### src/rtl/vga_timing_out.sv
`default_nettype none
// ============================================================================
//  Module      : vga_timing_out
//  Description : 640x480@60 pixel-timing generator with registered, blanked
//                colour output, aligned sync pulses and frame markers.
//  Revision    : 1.0 - initial release
// ============================================================================
module vga_timing_out #(
    parameter int CLK_DIV  = 4,
    parameter int H_ACTIVE = 640,
    parameter int H_FP     = 16,
    parameter int H_SYNC   = 96,
    parameter int H_BP     = 48,
    parameter int V_ACTIVE = 480,
    parameter int V_FP     = 10,
    parameter int V_SYNC   = 2,
    parameter int V_BP     = 33
) (
    input  logic       clk,
    input  logic       rst_n,
    output logic       pix_ce,
    output logic [9:0] h_cnt,
    output logic [9:0] v_cnt,
    output logic       valid,
    input  logic [3:0] r_in,
    input  logic [3:0] g_in,
    input  logic [3:0] b_in,
    output logic [3:0] vga_r,
    output logic [3:0] vga_g,
    output logic [3:0] vga_b,
    output logic       hsync,
    output logic       vsync,
    output logic       frame_start,
    output logic [7:0] frame_cnt
);

    localparam int c_h_total = H_ACTIVE + H_FP + H_SYNC + H_BP;
    localparam int c_v_total = V_ACTIVE + V_FP + V_SYNC + V_BP;
    localparam int c_div_w   = (CLK_DIV > 1) ? $clog2(CLK_DIV) : 1;

    localparam logic [c_div_w-1:0] c_div_last = c_div_w'(CLK_DIV - 1);
    localparam logic [9:0] c_h_last     = 10'(c_h_total - 1);
    localparam logic [9:0] c_v_last     = 10'(c_v_total - 1);
    localparam logic [9:0] c_h_active   = 10'(H_ACTIVE);
    localparam logic [9:0] c_v_active   = 10'(V_ACTIVE);
    localparam logic [9:0] c_hs_start   = 10'(H_ACTIVE + H_FP);
    localparam logic [9:0] c_hs_end     = 10'(H_ACTIVE + H_FP + H_SYNC);
    localparam logic [9:0] c_vs_start   = 10'(V_ACTIVE + V_FP);
    localparam logic [9:0] c_vs_end     = 10'(V_ACTIVE + V_FP + V_SYNC);

    logic [c_div_w-1:0] r_div;
    logic [9:0]         r_h_cnt;
    logic [9:0]         r_v_cnt;
    logic [3:0]         r_vga_r;
    logic [3:0]         r_vga_g;
    logic [3:0]         r_vga_b;
    logic               r_hsync;
    logic               r_vsync;
    logic               r_frame_start;
    logic [7:0]         r_frame_cnt;

    logic w_pix_ce;
    logic w_valid;
    logic w_h_last;
    logic w_v_last;
    logic w_frame_wrap;
    logic w_hsync_n;
    logic w_vsync_n;

    // With CLK_DIV=1 the divider never leaves 0 and pix_ce is held high.
    assign w_pix_ce     = (r_div == c_div_last);
    assign w_valid      = (r_h_cnt < c_h_active) && (r_v_cnt < c_v_active);
    assign w_h_last     = (r_h_cnt == c_h_last);
    assign w_v_last     = (r_v_cnt == c_v_last);
    assign w_frame_wrap = w_pix_ce && w_h_last && w_v_last;
    assign w_hsync_n    = !((r_h_cnt >= c_hs_start) && (r_h_cnt < c_hs_end));
    assign w_vsync_n    = !((r_v_cnt >= c_vs_start) && (r_v_cnt < c_vs_end));

    always_ff @(posedge clk) begin
        if (!rst_n) begin
            r_div <= '0;
        end else if (w_pix_ce) begin
            r_div <= '0;
        end else begin
            r_div <= r_div + 1'b1;
        end
    end

    always_ff @(posedge clk) begin
        if (!rst_n) begin
            r_h_cnt <= '0;
            r_v_cnt <= '0;
        end else if (w_pix_ce) begin
            if (w_h_last) begin
                r_h_cnt <= '0;
                r_v_cnt <= w_v_last ? 10'd0 : r_v_cnt + 10'd1;
            end else begin
                r_h_cnt <= r_h_cnt + 10'd1;
            end
        end
    end

    // Output stage registers the position currently presented, so colour and
    // syncs leave together one pixel period after the counters showed them.
    always_ff @(posedge clk) begin
        if (!rst_n) begin
            r_vga_r <= '0;
            r_vga_g <= '0;
            r_vga_b <= '0;
            r_hsync <= 1'b1;
            r_vsync <= 1'b1;
        end else if (w_pix_ce) begin
            r_vga_r <= w_valid ? r_in : 4'd0;
            r_vga_g <= w_valid ? g_in : 4'd0;
            r_vga_b <= w_valid ? b_in : 4'd0;
            r_hsync <= w_hsync_n;
            r_vsync <= w_vsync_n;
        end
    end

    always_ff @(posedge clk) begin
        if (!rst_n) begin
            r_frame_start <= 1'b0;
            r_frame_cnt   <= '0;
        end else begin
            r_frame_start <= w_frame_wrap;
            if (w_frame_wrap) begin
                r_frame_cnt <= r_frame_cnt + 8'd1;
            end
        end
    end

    assign pix_ce      = w_pix_ce;
    assign h_cnt       = r_h_cnt;
    assign v_cnt       = r_v_cnt;
    assign valid       = w_valid;
    assign vga_r       = r_vga_r;
    assign vga_g       = r_vga_g;
    assign vga_b       = r_vga_b;
    assign hsync       = r_hsync;
    assign vsync       = r_vsync;
    assign frame_start = r_frame_start;
    assign frame_cnt   = r_frame_cnt;

endmodule
`default_nettype wire
### config.mk
export PLATFORM = sky130hd
export DESIGN_NAME = vga_timing_out
export DESIGN_NICKNAME = d
export VERILOG_FILES = /design/src/rtl/vga_timing_out.sv
export SDC_FILE = /design/constraint.sdc
export NUM_CORES = 1
export LEC_CHECK = 0
export ABC_CLOCK_PERIOD_IN_PS = 4990
export CAP_MARGIN = 25
export CORE_MARGIN = 8
export CORE_UTILIZATION = 52
export CTS_BUF_LIST = sky130_fd_sc_hd__clkbuf_8
export DETAILED_ROUTE_END_ITERATION = 16
export MAX_ROUTING_LAYER = met4
export PLACE_DENSITY = 0.88
export SETUP_SLACK_MARGIN = 0.5
export SYNTH_ARGS = -nofsm -noshare
export SYNTH_HDL_FRONTEND = slang
export SYNTH_SLANG_ARGS = --single-unit
### constraint.sdc
create_clock -name clk -period 4.99 [get_ports clk]
set_clock_uncertainty 0.2 [all_clocks]
set_input_delay 0.998 -clock clk [delete_from_list [all_inputs] [get_ports clk]]
set_output_delay 0.998 -clock clk [all_outputs]
set_load 0.05 [all_outputs]
After elaboration in Yosys (flattened, before gate mapping). Index checks and enable logic that the tools add are counted.

Add/sub/neg operators: 4. Multipliers: 0. Div/mod/pow operators: 0. $lt $le $gt $ge: 6. Equality and inequality tests: 3. Shifts and indexed selects: 0. Multiplexer cells: 5. Bitwise operators: 1. Reductions and logical operators: 9.

Operators by type and width (count): adder 10 x 1 -> 10 bit, second input constant (2); equality test 10 bit, second input constant (2); less-than comparator 10 bit, second input constant (2); less-than comparator 10 x 9 -> 1 bit, second input constant (2); 2-to-1 mux 10 bit (2); 2-to-1 mux 4 bit (3); >= comparator 10 bit, second input constant (1); >= comparator 10 x 9 -> 1 bit, second input constant (1); adder 8 x 1 -> 8 bit, second input constant (1); logical AND 1 bit (5); adder 2 x 1 -> 2 bit, second input constant (1); equality test 2 bit, second input constant (1); zero test 1 bit (2); AND reduction 2 bit (1); OR reduction 2 bit (1); NOT 1 bit (1).

Bits in registers: 45. Bits in latches: 0. Memory bits (writable): 0. Bits in read-only memories: 0. Bits of input ports: 14. Output and inout port bits: 45. Word-level logic and storage cells: 38. Memories: 0.

Logic depth before layout (Yosys ltp).
Depth in word-level cells: 3. Gate-level depth with buffers: 7. Gate-level depth less buffers: 6.

Worst setup path before layout. No wires, ideal clock.

Path kind: register to output. Start: reg r_v_cnt[5] (netlist: v_cnt[5]). End: out valid. Data arrival time: 1.325 ns. Required time: 3.792 ns. Setup slack: 2.467 ns. Cell stages (with the launch flop): 3. Path buffers: 0. Path through: dfxtp_1 > nand4_1 > and3b_1.

Cells in the longest elaborated chain, start to end: 2.

Ends and longest elaborated chain: start: declaration (line 53) `logic [9:0] r_v_cnt;`; start signal: assignment (line 96) `r_v_cnt <= w_v_last ? 10'd0 : r_v_cnt + 10'd1;`; less-than comparator 10 x 9 -> 1 bit (line 72) `assign w_valid = (r_h_cnt < c_h_active) && (r_v_cnt < c_v_active);`; logical AND 1 bit (line 72); end: declaration (line 24) `output logic valid,`.

No other way between the ends.

Worst setup path in the final report.
Start: reg r_div[0]. End: out pix_ce.

Cells in the longest elaborated chain, start to end: 1.

Ends and longest elaborated chain: start: declaration (line 51) `logic [c_div_w-1:0] r_div;`; start signal: assignment (line 85) `r_div <= r_div + 1'b1;`; equality test 2 bit (line 71) `assign w_pix_ce = (r_div == c_div_last);`; end: declaration (line 21) `output logic pix_ce,`.

No other way between the ends.

==> metrics <==
status finished, final reports clean; worst vdd ir between 0.15 and 0.2 mV; Combinational Power Share 9.1%; Crit Path Class flip-flop to output port; latest clock arrival within the worst-skew pair approximately 0.3 ns; Hold Crit Class flip-flop to flip-flop; total net switching power roughly 160 uW; drt first pass iters 4; cell area after synthesis approximately 0.002 sq mm; Final nets 288; antenna viol nets, final 0; Mapped Avg Cell Area roughly 9.5 sq um; # rows 22; pin count of the biggest net entering global routing 17; gr usage total 17.1%; CTS Buffer Depth 2; PwrDens ~240 mW/mm^2; first-pass GRT wire length between 8000 and 9000 microns; Vias roughly 1800; # setup viols final 0; Ports slightly below 60; Synth cell types 38; H-Tree Depth 2; Sink Count 45; hold_buf cts 0; Worst setup EP type output port; drt wl/cell 16.3 microns; initial antenna violation count 0; vias in the first global route around 1700; Setup TNS 0 ns; CTS root buf clkbuf_8; final hold vios 0; post-synth net total around 230; Chip Width between 70 and 80 microns; switching share of power 25.3%; multi-input logic area 0.00103 sq mm; Tot Pwr 650 uW; Seq pwr share ~57%; n_diodes 0; gpl congestion approximately 0.86; critical path peak fanout 15; number of fill cells between 200 and 300; sequential area share after synthesis between 40% and 50%; fin crit period ~3.2 ns; Leak approximately 0.00090 uW; worst r2r dst frame_cnt[1]; Post-CTS Setup Inserts 0; grt ovf 0; WL final slightly above 5000 microns; yosys warns 0; Synth Register Bits between 40 and 50; area grow syn2layout 33.6%; core area 0.00369 sq mm; post-DP HPWL between 3000 and 4000 microns; Worst Setup SP r_div[0]; unrepaired setup endpoints after global routing no; Most used DFF post-synth dfxtp_1; Slew @ Worst Pin 0.909 ns; max-cap viol count 0; DRC errors left 0; startpoint types flip-flop; Worst R2R Path Depth 5; cell count after synthesis 213; period utilization 64.6%; die footprint 0.00613 sq mm; CTS Buf Count 5; worst path required time 3.79 ns; CP endpoint pix_ce; area occupied by registers about 900 sq um; Post-synth EDFFs 0; Pint about 490 uW; DR iter-0 viols 82; reg-to-reg startpoint r_div[0]; Clock Power Share between 30% and 40%; worst path arrival time 2.02 ns; clock slew at reported path FFs around 0.08 ns; CTS tree yes; Max Slew Vio Count 0; Port Buffers between 50 and 60; Post-CTS Resized 0; Worst slew margin 39.2%; Die Y-Extent around 80 microns; Achievable Freq between 300 and 400 MHz; share of cells above drive strength 1 a little under 6%; Initial Utilization between 50% and 60%; vias per inst a little under 6; Reg2Reg Setup Slack 2.13 ns; post-synthesis async set-or-reset flop share 0%
metrics by stage:
| step | area, sq um | utilization, % | setup slack (ns) | hold slack, ns | std cells |
|---|---|---|---|---|---|
| after floorplan | 2020 | - | 2.47 | 0.204 | 213 |
| after global placement | 2610 | 70.7 | 1.77 | 0.215 | 309 |
| after detailed placement | 2610 | 70.7 | 1.68 | 0.219 | 309 |
| after CTS | 2700 | 73.1 | 1.75 | 0.231 | 317 |
| after global routing | 2700 | 73.1 | 1.67 | 0.246 | 317 |
| final | 2700 | 73.1 | 1.77 | 0.226 | 317 |
power groups by stage:
stage,clock [uW],sequential (uW),combinational [uW]
2_1_floorplan,0,394,18.4
3_3_place_gp,0,378,58.0
3_5_place_dp,0,378,59.5
4_1_cts,224,370,59.6
5_1_grt,242,371,62.7
6_report,221,370,59.5
area by class of cell:
type                            instances  share of cell area [%]
Timing Repair Buffer                   58                    21.5
Tap cell                               48                    2.23
Sequential cell                        45                    33.4
Inverter                               11                    1.53
Clock buffer                            5                    2.55
Clock inverter                          3                   0.696
Multi-Input combinational cell        147                    38.1
critical path, cell delays in order (launching register included):
cell	delay, ns
dfxtp_1	0.34
ha_1	0.47
clkdlybuf4s50_1	0.92
sequential cells by signal, indices dropped and copies added (netlist names):
register     flops
vga_g            4
frame_start      1
vga_r            4
hsync            1
vsync            1
vga_b            4
h_cnt           10
v_cnt           10
frame_cnt        8
r_div            2
routing by layer:
metal | part of all wire (%) | GRT usage, % | vias to the layer above
li1 | - | - | 905
met1 | 44 | 20.9 | 867
met2 | 48 | 25.9 | 56
met3 | 6.8 | 5.47 | 5
met4 | 1.2 | 6.11 | 0
met5 | 0 | - | -
cells by family (layout without fill, tap and decap cells):
family                   Yosys count  after routing  synth area share (%)
AND/OR/NAND/NOR                   83             83                  26.2
AO/OA/AOI/OAI                     46             46                  15.6
flip-flops                        45             45                  44.6
buffers and inverters             21             77                  4.53
XOR/XNOR                          11             11                  4.77
adder cells (fa/ha/maj)            6              6                  3.72
multiplexers                       1              1                 0.496
cells in the mapped netlist, types with 2 or more instances:
master,number,area [sq um]
and2_1,3,18.8
ha_1,6,75.1
o31ai_1,11,82.6
a22o_1,12,105
nor4_1,3,18.8
or4_1,10,75.1
dfxtp_1,45,901
a21oi_1,14,70.1
and3_1,5,31.3
nor3_1,4,20.0
inv_1,11,41.3
xnor2_1,8,70.1
nand2_1,8,30.0
or3_1,2,12.5
nand4_1,8,50.1
nor4_2,3,37.5
xor2_1,3,26.3
nand4_2,2,25.0
buf_2,4,20.0
clkbuf_1,4,15.0
nand3_1,12,60.1
o21ai_0,6,30.0
nor2_1,14,52.6
cells in the final DEF, fill, tap and decap left out, drive strengths merged:
cell type and instances:
clkdlybuf4s50 58, dfxtp 45, nor2 14, a21oi 14, inv 12, a22o 12
nand3 12, o31ai 11, or4 10, nand4 10, xnor2 8, nand2 8
o21ai 7, ha 6, nor4 6, and3 5, clkbuf 5, nor3 4
and2 3, xor2 3, nor4b 3, or3 2, clkinvlp 2, or4b 2
and3b 1, nor3b 1, a2bb2o 1, o2111ai 1, nand2b 1, mux2i 1
nand3b 1
worst min path at each step:
stage,end,depth (start not counted),startpoint,slack (ns)
floorplan,r_div[0],1,r_div[0],0.20
finish,r_div[0],1,r_div[0],0.23
global route,r_div[0],1,r_div[0],0.25
detailed placement,r_div[0],1,r_div[0],0.22
CTS,r_div[0],1,r_div[0],0.23
global placement,r_div[0],1,r_div[0],0.22
No activity file was read; power rests on OpenSTA's default activity.
